===== src/rtl/control_sequencer.sv =====
`default_nettype none
// =============================================================================
// Module   : control_sequencer
// Desc     : Moore control sequencer driving the 32-bit datapath strobes through
//            fetch (T0-T2) and execute (T3-T7). Optional macro MEM_WAIT_EN adds
//            a mem_ready port that stretches the memory-access states.
// Revision : 1.0 - initial release
// =============================================================================
module control_sequencer #(
    parameter int OPCODE_W = 5,
    parameter int ALU_OP_W = 5
) (
    input  logic                Clock,
    input  logic                Clear,
    input  logic [31:0]         IR,
    input  logic                CON_FF,
`ifdef MEM_WAIT_EN
    input  logic                mem_ready,
`endif
    output logic                PCout,
    output logic                ZLowout,
    output logic                MDRout,
    output logic                BAout,
    output logic                Cout,
    output logic                R_out,
    output logic                MAR_enable,
    output logic                MDR_enable,
    output logic                MDR_read,
    output logic                IR_enable,
    output logic                Y_enable,
    output logic                ZLowIn,
    output logic                PC_enable,
    output logic                R_in,
    output logic                IncPC,
    output logic                CON_enable,
    output logic                RAM_write,
    output logic                Gra,
    output logic                Grb,
    output logic                Grc,
    output logic [ALU_OP_W-1:0] alu_op,
    output logic                run
);

    localparam logic [OPCODE_W-1:0] c_OP_LD   = OPCODE_W'(5'b00000);
    localparam logic [OPCODE_W-1:0] c_OP_ST   = OPCODE_W'(5'b00010);
    localparam logic [OPCODE_W-1:0] c_OP_ADD  = OPCODE_W'(5'b00011);
    localparam logic [OPCODE_W-1:0] c_OP_SUB  = OPCODE_W'(5'b00100);
    localparam logic [OPCODE_W-1:0] c_OP_AND  = OPCODE_W'(5'b00101);
    localparam logic [OPCODE_W-1:0] c_OP_OR   = OPCODE_W'(5'b00110);
    localparam logic [OPCODE_W-1:0] c_OP_ADDI = OPCODE_W'(5'b01011);
    localparam logic [OPCODE_W-1:0] c_OP_BR   = OPCODE_W'(5'b10011);
    localparam logic [OPCODE_W-1:0] c_OP_JR   = OPCODE_W'(5'b10100);
    localparam logic [OPCODE_W-1:0] c_OP_HALT = OPCODE_W'(5'b11011);

    typedef enum logic [3:0] {
        S_T0     = 4'd0,
        S_T1     = 4'd1,
        S_T2     = 4'd2,
        S_T3     = 4'd3,
        S_T4     = 4'd4,
        S_T5     = 4'd5,
        S_T6     = 4'd6,
        S_T7     = 4'd7,
        S_HALTED = 4'd8
    } state_t;

    state_t state_q;
    state_t state_d;

    logic [OPCODE_W-1:0] w_op;
    logic                w_unused_ir;
    logic                w_mem_ok;
    logic                w_is_ld;
    logic                w_is_st;
    logic                w_is_mem;
    logic                w_is_rtype;
    logic                w_is_addi;
    logic                w_is_br;
    logic                w_is_jr;

    assign w_op        = IR[31 -: OPCODE_W];
    assign w_unused_ir = ^IR[31-OPCODE_W:0];

`ifdef MEM_WAIT_EN
    assign w_mem_ok = mem_ready;
`else
    assign w_mem_ok = 1'b1;
`endif

    assign w_is_ld    = (w_op == c_OP_LD);
    assign w_is_st    = (w_op == c_OP_ST);
    assign w_is_mem   = w_is_ld | w_is_st;
    assign w_is_rtype = (w_op == c_OP_ADD) | (w_op == c_OP_SUB) |
                        (w_op == c_OP_AND) | (w_op == c_OP_OR);
    assign w_is_addi  = (w_op == c_OP_ADDI);
    assign w_is_br    = (w_op == c_OP_BR);
    assign w_is_jr    = (w_op == c_OP_JR);

    // Memory states (T1, ld T6, st T7) hold until the memory reports done.
    always_comb begin
        state_d = state_q;
        case (state_q)
            S_T0: state_d = S_T1;
            S_T1: if (w_mem_ok) state_d = S_T2;
            S_T2: state_d = S_T3;
            S_T3: begin
                if (w_op == c_OP_HALT)
                    state_d = S_HALTED;
                else if (w_is_mem | w_is_rtype | w_is_addi | w_is_br)
                    state_d = S_T4;
                else
                    state_d = S_T0;
            end
            S_T4: state_d = S_T5;
            S_T5: state_d = (w_is_mem | w_is_br) ? S_T6 : S_T0;
            S_T6: begin
                if (w_is_st)
                    state_d = S_T7;
                else if (w_is_ld) begin
                    if (w_mem_ok) state_d = S_T7;
                end else
                    state_d = S_T0;
            end
            S_T7: if (!w_is_st || w_mem_ok) state_d = S_T0;
            S_HALTED: state_d = S_HALTED;
            default: state_d = S_T0;
        endcase
    end

    always_ff @(posedge Clock) begin
        if (Clear)
            state_q <= S_T0;
        else
            state_q <= state_d;
    end

    // Strobes decode from state and opcode; Clear blanks everything immediately.
    always_comb begin
        PCout      = 1'b0;
        ZLowout    = 1'b0;
        MDRout     = 1'b0;
        BAout      = 1'b0;
        Cout       = 1'b0;
        R_out      = 1'b0;
        MAR_enable = 1'b0;
        MDR_enable = 1'b0;
        MDR_read   = 1'b0;
        IR_enable  = 1'b0;
        Y_enable   = 1'b0;
        ZLowIn     = 1'b0;
        PC_enable  = 1'b0;
        R_in       = 1'b0;
        IncPC      = 1'b0;
        CON_enable = 1'b0;
        RAM_write  = 1'b0;
        Gra        = 1'b0;
        Grb        = 1'b0;
        Grc        = 1'b0;
        alu_op     = '0;
        run        = 1'b0;
        if (!Clear) begin
            run = (state_q != S_HALTED);
            case (state_q)
                S_T0: begin
                    PCout      = 1'b1;
                    MAR_enable = 1'b1;
                    IncPC      = 1'b1;
                    ZLowIn     = 1'b1;
                end
                S_T1: begin
                    ZLowout    = 1'b1;
                    PC_enable  = 1'b1;
                    MDR_read   = 1'b1;
                    MDR_enable = 1'b1;
                end
                S_T2: begin
                    MDRout    = 1'b1;
                    IR_enable = 1'b1;
                end
                S_T3: begin
                    if (w_is_mem) begin
                        Grb      = 1'b1;
                        BAout    = 1'b1;
                        Y_enable = 1'b1;
                    end else if (w_is_rtype | w_is_addi) begin
                        Grb      = 1'b1;
                        R_out    = 1'b1;
                        Y_enable = 1'b1;
                    end else if (w_is_br) begin
                        Gra        = 1'b1;
                        R_out      = 1'b1;
                        CON_enable = 1'b1;
                    end else if (w_is_jr) begin
                        Gra       = 1'b1;
                        R_out     = 1'b1;
                        PC_enable = 1'b1;
                    end
                end
                S_T4: begin
                    if (w_is_mem | w_is_addi) begin
                        Cout   = 1'b1;
                        ZLowIn = 1'b1;
                        alu_op = ALU_OP_W'(c_OP_ADD);
                    end else if (w_is_rtype) begin
                        Grc    = 1'b1;
                        R_out  = 1'b1;
                        ZLowIn = 1'b1;
                        alu_op = ALU_OP_W'(w_op);
                    end else if (w_is_br) begin
                        PCout    = 1'b1;
                        Y_enable = 1'b1;
                    end
                end
                S_T5: begin
                    if (w_is_mem) begin
                        ZLowout    = 1'b1;
                        MAR_enable = 1'b1;
                    end else if (w_is_rtype | w_is_addi) begin
                        ZLowout = 1'b1;
                        Gra     = 1'b1;
                        R_in    = 1'b1;
                    end else if (w_is_br) begin
                        Cout   = 1'b1;
                        ZLowIn = 1'b1;
                        alu_op = ALU_OP_W'(c_OP_ADD);
                    end
                end
                S_T6: begin
                    if (w_is_ld) begin
                        MDR_read   = 1'b1;
                        MDR_enable = 1'b1;
                    end else if (w_is_st) begin
                        Gra        = 1'b1;
                        R_out      = 1'b1;
                        MDR_enable = 1'b1;
                    end else if (w_is_br && CON_FF) begin
                        ZLowout   = 1'b1;
                        PC_enable = 1'b1;
                    end
                end
                S_T7: begin
                    if (w_is_ld) begin
                        MDRout = 1'b1;
                        Gra    = 1'b1;
                        R_in   = 1'b1;
                    end else if (w_is_st) begin
                        RAM_write = 1'b1;
                    end
                end
                default: ;
            endcase
        end
    end

endmodule
`default_nettype wire


===== config.mk =====
export PLATFORM = sky130hd
export DESIGN_NAME = control_sequencer
export DESIGN_NICKNAME = d
export VERILOG_FILES = /design/src/rtl/control_sequencer.sv
export SDC_FILE = /design/constraint.sdc
export NUM_CORES = 1
export LEC_CHECK = 0
export ABC_AREA = 1
export BUFFER_PORTS_ARGS = -buffer_cell sky130_fd_sc_hd__buf_4
export CAP_MARGIN = 20
export CORE_MARGIN = 1
export CORE_UTILIZATION = 38
export DETAILED_ROUTE_END_ITERATION = 7
export GPL_TIMING_DRIVEN = 0
export PLACE_DENSITY = 0.79
export SYNTH_ARGS = -nofsm -noshare
export SYNTH_HDL_FRONTEND = slang
export SYNTH_SLANG_ARGS = --single-unit

===== constraint.sdc =====
create_clock -name Clock -period 1.4 [get_ports Clock]
set_input_delay 0 -clock Clock [delete_from_list [all_inputs] [get_ports Clock]]
set_output_delay 0 -clock Clock [all_outputs]
set_load 0.02 [all_outputs]

==> impl_results.md, run 1 <==
* Biggest regs: state_q (4)
* Reg with most FFs: state_q
* Worst path bufs/invs at 4
* Drt first-iter violations at 26
* Root Buffer: clkbuf_4
* R2R depth at 7
* Synthesis-to-finish area growth at 77.0%
* GRT Util Overall at 23.6%
* Seq/Total Area, Yosys at 11.1%
* RR Startpoint: state_q[2]
* Hold Vio Cnt, Final at 0
* Final worst setup slack at -0.109 ns
* Post-synthesis cell type count at 28
* Most numerous cell on the critical path: nand2_1
* # IOs at 61
* Die area at 2070 um2
* Yosys warning count at 0
* Cell family with most CP delay: simple AND/OR/NAND/NOR gates
* Critical path launch point type: flip-flop
* RD Place Congestion at 0.866
* Max reg flops at 4
* First-pass GRT wire length at 3480 um
* Synth area leaders: nor2_1, inv_1, nand2_1
* Hold endpoint: state_q[3]
* Hold Crit Class: in -> reg
* Worst Skew at 0.000980 ns
* Hold Slack at 0.164 ns
* Peak Freq at 663 MHz
* Initial core utilization at 41.2%
* Hold Path Depth at 3
* Initial antenna violation count at 0
* Final WL at 2530 um
* Clock-pin slew on the worst setup and hold paths at 0.04 ns
* Yosys top cell area share at 13.0%
* Peak supply drop at 0.449 mV
* I/O Buffers at 30
* RSZ-0062 raised after global routing: yes
* DR vias at 1017
* Seq cells post-synth at 4
* Worst-path cell with the longest stage delay: dfxtp_4
* Critical path, cell by cell: inv_4 -> nand2_4 -> nor3_4 -> buf_4 -> nand2_1 -> nand3_1 -> nand2_1 -> inv_1 -> buf_6
* Endpoints failing setup at 10
* Core Util, Final at 73.0%
* Ant. Diodes at 0
* Mean Syn Cell Area at 5.49 um2
* Largest net degree at the start of global routing at 11
* Net count, final at 213
* Critical setup path kind: reg -> out
* Worst Path Required at 1.40 ns
* TritonCTS Buffers at 3
* CTS H-Tree Depth at 1
* # rows at 15
* Worst-Skew Late Latency at 0.23 ns
* CTS tree: done
* Worst-path fanout max at 4
* Dpl hpwl at 1660 um
* Synth Instances at 131
* CTS max path bufs at 2
* Cell Area, Synth at 719 um2
* Period minus WS final at 1.51 ns
* Critical path arrival at 1.51 ns
* Vias in the first global route at 802
* Hold Path Origin: IR[31]
* Leakage at 0.635 nW
* Register-to-Register Setup Slack at 0.13 ns
* Antenna-violating nets left at 0
* Max incr delay on CP at 0.35 ns
* Failing checks: negative setup slack
* Status: finished with violations
* Vias per inst at 5.06
* Core area at 1750 um2
* DR WL/cell at 12.6 um
* Die width at 45.5 um
* Synth area leader: nor2_1
* Power Density at 428 nW/um2
* CTS Sinks at 4
* Remaining Overflow, GRT at 0
* Layout cells sized above 1 at 57.4%
* # DRC at 0
* Nature of the critical path endpoint: output pin
* Slew Limit Fails at 0
* Die height at 45.5 um
* Part of the cycle the worst path needs at 108%
* # Max-Cap Violations at 0
* DR pass1 iterations at 5
* Reg-to-reg endpoint: state_q[3]
[through the flow]
stage	TNS, ns	power (mW)	setup WS, ns	cell area, um2	instances
final	-0.552	0.545	-0.109	1270	201
after global routing	-1.45	0.580	-0.185	1270	201
after CTS	-0.619	0.529	-0.0941	1150	201
after detailed placement	0	0.354	0.0601	980	187
after global placement	0	0.349	0.0863	980	187
after floorplan	0	0.275	0.0464	723	132
[cells by family after synthesis]
kind of cell	synth area share, %
simple gates	55.8
flops	11.1
other cells	0.521
buf+inv	19.5
compound gates	13.0
[power by group]
group	switching [mW]	total (mW)	leakage, nW	internal, mW
Combinational	0.167	0.271	0.586	0.104
Sequential	0.0154	0.134	0.0352	0.119
Clock	0.0441	0.140	0.0138	0.0957
[final cells by class]
cell class / instances / area, um2
Multi-Input combinational cell: 95 / 613
Fill cell: 143 / 472
Timing Repair Buffer: 41 / 363
Inverter: 29 / 120
Sequential cell: 4 / 92.6
Buffer: 4 / 31.3
Tap cell: 25 / 31.3
Clock buffer: 3 / 22.5
[per-layer routing]
layer	GRT usage (%)	up-vias	part of all wire, %
met4	10.9	0	0.99
li1	-	499	-
met1	28.5	476	40
met5	0	-	0
met2	41.4	38	55
met3	2.38	4	4.1
[worst min-delay path, delay by kind of cell]
family	cells	cell delay [ns]
compound gates	1	0.14
simple gates	1	0.09
buf+inv	1	0.12
[timing repair]
item | CTS | global route
hold buffers | 1 | 0
endpoints found under the hold margin | 1 | 0
setup endpoints to repair | 18 | 22
cloned | 0 | 0
setup buffers | 10 | 2
resized for setup | 22 | 41
pin swaps | 10 | 14
[cell usage after synthesis, drive strengths merged]
cell	instances
buf	3
o21ai	5
nand2	26
nand3	14
clkinv	1
conb	1
o21a	1
clkbuf	1
nor2	29
dfxtp	4
nand3b	1
a41oi	1
a211oi	1
nor3	7
a21oi	6
inv	28
nand4	2
[cell usage in the layout (no fill, tap or decap), types with 3 or more instances in the layout]
| cell | synthesis | routed |
|---|---|---|
| inv_1 | 22 | 16 |
| inv_2 | 6 | 9 |
| dfxtp_4 | 0 | 3 |
| nor2_2 | 3 | 6 |
| nor2_4 | 1 | 5 |
| nor3_1 | 5 | 3 |
| buf_4 | 2 | 28 |
| buf_6 | 1 | 15 |
| nand2_4 | 0 | 3 |
| clkbuf_4 | 0 | 3 |
| nand2_2 | 4 | 6 |
| nand3_2 | 2 | 5 |
| a21oi_2 | 0 | 3 |
| nand3_1 | 11 | 8 |
| nor2_1 | 25 | 18 |
| nand2_1 | 22 | 17 |
[worst max path at each step]
stage                     startpoint   endpoint  depth (start not counted)  slack, ns
after floorplan           state_q[3]   MDR_read                          7       0.05
after global placement    state_q[0]  alu_op[1]                          7       0.09
after detailed placement  state_q[0]  alu_op[1]                          7       0.06
after CTS                 state_q[3]  alu_op[1]                          8      -0.09
after global routing      state_q[0]  alu_op[1]                          7      -0.19
final                     state_q[2]        Gra                          9      -0.11
No activity file was read; power rests on OpenSTA's default activity.
==> run 2, diff against run 1 <==
- BUFFER_PORTS_ARGS: -buffer_cell sky130_fd_sc_hd__buf_4 -> default
- CORE_UTILIZATION: 38 -> 55
- DONT_BUFFER_PORTS: default -> 1
- PLACE_DENSITY: 0.79 -> 0.69
==> run 2 against run 1 <==
The flow now stops in global routing (5_1_grt). Synthesized area stayed put. Synthesized cell count stayed put.
==> impl_results.md, run 2 <==
* CTS Sinks at 4
* Root Buffer: clkbuf_4
* Worst endpoint type: primary output
* CTS max path bufs at 2
* Initial core utilization at 62.2%
* Die width at 38.2 um
* Seq/Total Area, Yosys at 11.1%
* List of most frequent post-synthesis cells: nor2_1, inv_1, nand2_1
* Predominant post-synthesis flop cell: dfxtp_1
* TritonCTS Buffers at 3
* Post-synthesis cell type count at 28
* CTS H-Tree Depth at 1
* Synth area leaders: nor2_1, inv_1, nand2_1
* Error msg: [ERROR DPL-0033] detailed placement checks failed during check placement.
* EDFF count, synth at 0
* Stage reached: global routing (5_1_grt)
* I/O Buffers at 0
* Yosys warning count at 0
* Initial antenna violation count at 0
* Synth area leader: nor2_1
* Synth Instances at 131
* Worst setup endpoint GRT: alu_op[1]
* Die height at 38.2 um
* RD Place Congestion at 0.914
* Status: did not finish
* Seq cells post-synth at 4
* Yosys top cell area share at 13.0%
* # IOs at 61
* Most common cell in the netlist: nor2_1
* Ys async rst share at 0%
* Cell Area, Synth at 719 um2
* DP Area at 741 um2
* Dpl hpwl at 1410 um
* Largest net degree at the start of global routing at 11
* Pre-CTS setup slack at -0.109 ns
* Post-Place Cells at 146
* # rows at 12
* Mean Syn Cell Area at 5.49 um2
[run 2: logic make-up after synthesis]
| kind of cell | Yosys count | share of synthesized area, % |
|---|---|---|
| buffers and inverters | 33 | 19.5 |
| AO/OA/AOI/OAI | 14 | 13.0 |
| other | 1 | 0.521 |
| AND/OR/NAND/NOR | 79 | 55.8 |
| flip-flops | 4 | 11.1 |
[run 2: through the flow]
stage	hold slack [ns]	setup TNS, ns
after floorplan	0.135	0
after global placement	0.139	-0.0891
after detailed placement	0.140	-0.202
after CTS	0.00727	-0.610
[run 2: repair_timing]
action | in CTS
gates resized for setup | 44
pin swaps | 8
setup endpoints to repair | 21
endpoints found under the hold margin | 0
buffers inserted | 6
hold buffers | 0
==> run 3, diff against run 2 <==
- CORE_AREA: default -> 2 2 63 65
- CORE_MARGIN: 1 -> default
- CORE_UTILIZATION: 55 -> default
- DIE_AREA: default -> 0 0 65 67
- PLACE_DENSITY: 0.69 -> default
- PLACE_DENSITY_LB_ADDON: default -> 0.15
==> run 3 against run 2 <==
The flow now finishes, with violations (negative setup slack).
==> impl_results.md, run 3 (synthesized netlist as in run 1, its figures left out) <==
* Nature of the critical path endpoint: output pin
* Critical setup path kind: reg -> out
* Slew Limit Fails at 0
* Endpoints failing setup at 5
* Die width at 65 um
* Critical path arrival at 1.50 ns
* Area occupied by multi-input gates at 762 um2
* Post-Place Cells at 180
* # DRC at 0
* Fillers at 411
* # IOs at 61
* Die area at 4360 um2
* GRT Util Overall at 11.5%
* TritonCTS Buffers at 3
* Peak Freq at 668 MHz
* RD Place Congestion at 0.764
* Biggest regs: state_q (4)
* Worst Max-Slew Pin Slew at 0.855 ns
* # rows at 22
* Core area at 3610 um2
* Worst Skew at 0.00284 ns
* Met2 Wirelength at 1100 um
* Worst Path Required at 1.40 ns
* Root Buffer: clkbuf_8
* Power Density at 528 nW/um2
* First-pass GRT wire length at 3810 um
* Reg with most FFs: state_q
* Initial core utilization at 20.0%
* # Max-Cap Violations at 0
* Die height at 67 um
* Peak supply drop at 0.425 mV
* DR pass1 iterations at 4
* Sw frac at 39.3%
* Critical path launch point type: flip-flop
* Hold Vio Cnt, Final at 0
* Final cell count without fillers at 190
* Antenna-violating nets left at 0
* Worst-path fanout max at 4
* RSZ-0062 raised after global routing: yes
* Layout cells sized above 1 at 59.9%
* M1 WL at 1110 um
* DR WL/cell at 12.7 um
* Sw power at 242 uW
* Failing checks: negative setup slack
* CTS max path bufs at 2
* Vias in the first global route at 791
* Final WL at 2410 um
* Total power draw at 617 uW
* Largest net degree at the start of global routing at 11
* Final worst setup slack at -0.0969 ns
* Part of the cycle the worst path needs at 107%
* Remaining Overflow, GRT at 0
* Max layer used: met4
* Status: finished with violations
* Drt first-iter violations at 48
* Met3 WL at 169 um
* I/O Buffers at 0
* Combinational share of power at 39.2%
* Reg area at 90.1 um2
* Worst-Skew Late Latency at 0.22 ns
* Final setup TNS at -0.306 ns
* Net count, final at 179
* Clock power frac at 39.0%
* CTS H-Tree Depth at 1
* Clock-pin slew on the worst setup and hold paths at 0.03 ns
* Vias per inst at 4.56
* CTS Sinks at 4
* Sequential share of power at 21.8%
* P_int at 375 uW
* DR vias at 866
* Ant. Diodes at 0
* Most frequent cells in the layout: inv_2, nand2_1, nor2_1, nor2_4, inv_1
* Dpl hpwl at 1880 um
* Initial antenna violation count at 0
* Slew HR at 43.0%
* Period minus WS final at 1.50 ns
* Synthesis-to-finish area growth at 62.4%
* Leakage at 0.478 nW
* Hold Crit Class: in -> reg
* Max reg flops at 4
* CTS tree: done
## run 3: final timing paths
path	startpoint	end	slack (ns)	depth (start not counted)
worst max-delay path	state_q[3]	alu_op[0]	-0.1	7
worst min-delay path	Clear	state_q[2]	0.03	2
worst max register to register	state_q[3]	state_q[2]	0.09	8
worst min register to register	state_q[0]	state_q[0]	0.65	3
## run 3: final cells by class
| cell class | instances | area share [%] |
|---|---|---|
| plain buffers | 4 | 2.57 |
| clock buffers | 3 | 3.53 |
| well taps | 48 | 5.14 |
| flip-flops and latches | 4 | 7.71 |
| inverters | 29 | 10.3 |
| repair buffers | 7 | 5.57 |
| multi-input cells | 95 | 65.2 |
## run 3: critical path: stages, from the launching register on
cell	delay, ns
dfxtp_2	0.31
inv_4	0.07
nand2_4	0.07
nor3_4	0.20
nand2_2	0.13
a21oi_4	0.21
o21ai_4	0.12
nor2_4	0.16
## run 3: metal layers
layer  vias up  global-route usage [%]
li1        429                       -
met1       400                    15.4
met2        32                    18.4
met3         5                    1.52
met4         0                    4.79
met5         -                       0
## run 3: stage by stage
stage               hold slack, ns  worst slack, ns  cell area (um2)  util (%)
finish                      0.0251          -0.0969             1170      32.4
global route                0.0489           -0.175             1170      32.4
CTS                         0.0275          -0.0783             1050      29.1
detailed placement           0.146           -0.224              783      21.7
global placement             0.147           -0.192              783      21.7
floorplan                    0.135           0.0464              723         -
## run 3: power by group through the flow
stage / clock network (mW) / logic (mW) / registers (mW)
finish: 0.241 / 0.242 / 0.135
floorplan: 0 / 0.145 / 0.130
detailed placement: 0 / 0.171 / 0.131
global placement: 0 / 0.171 / 0.131
CTS: 0.249 / 0.218 / 0.133
global route: 0.254 / 0.262 / 0.137
## run 3: what timing repair did
action	in CTS	in global routing
pin swaps	10	18
buffers inserted	4	4
endpoints found under the setup margin	23	18
hold buffers	0	0
resized for setup	50	32
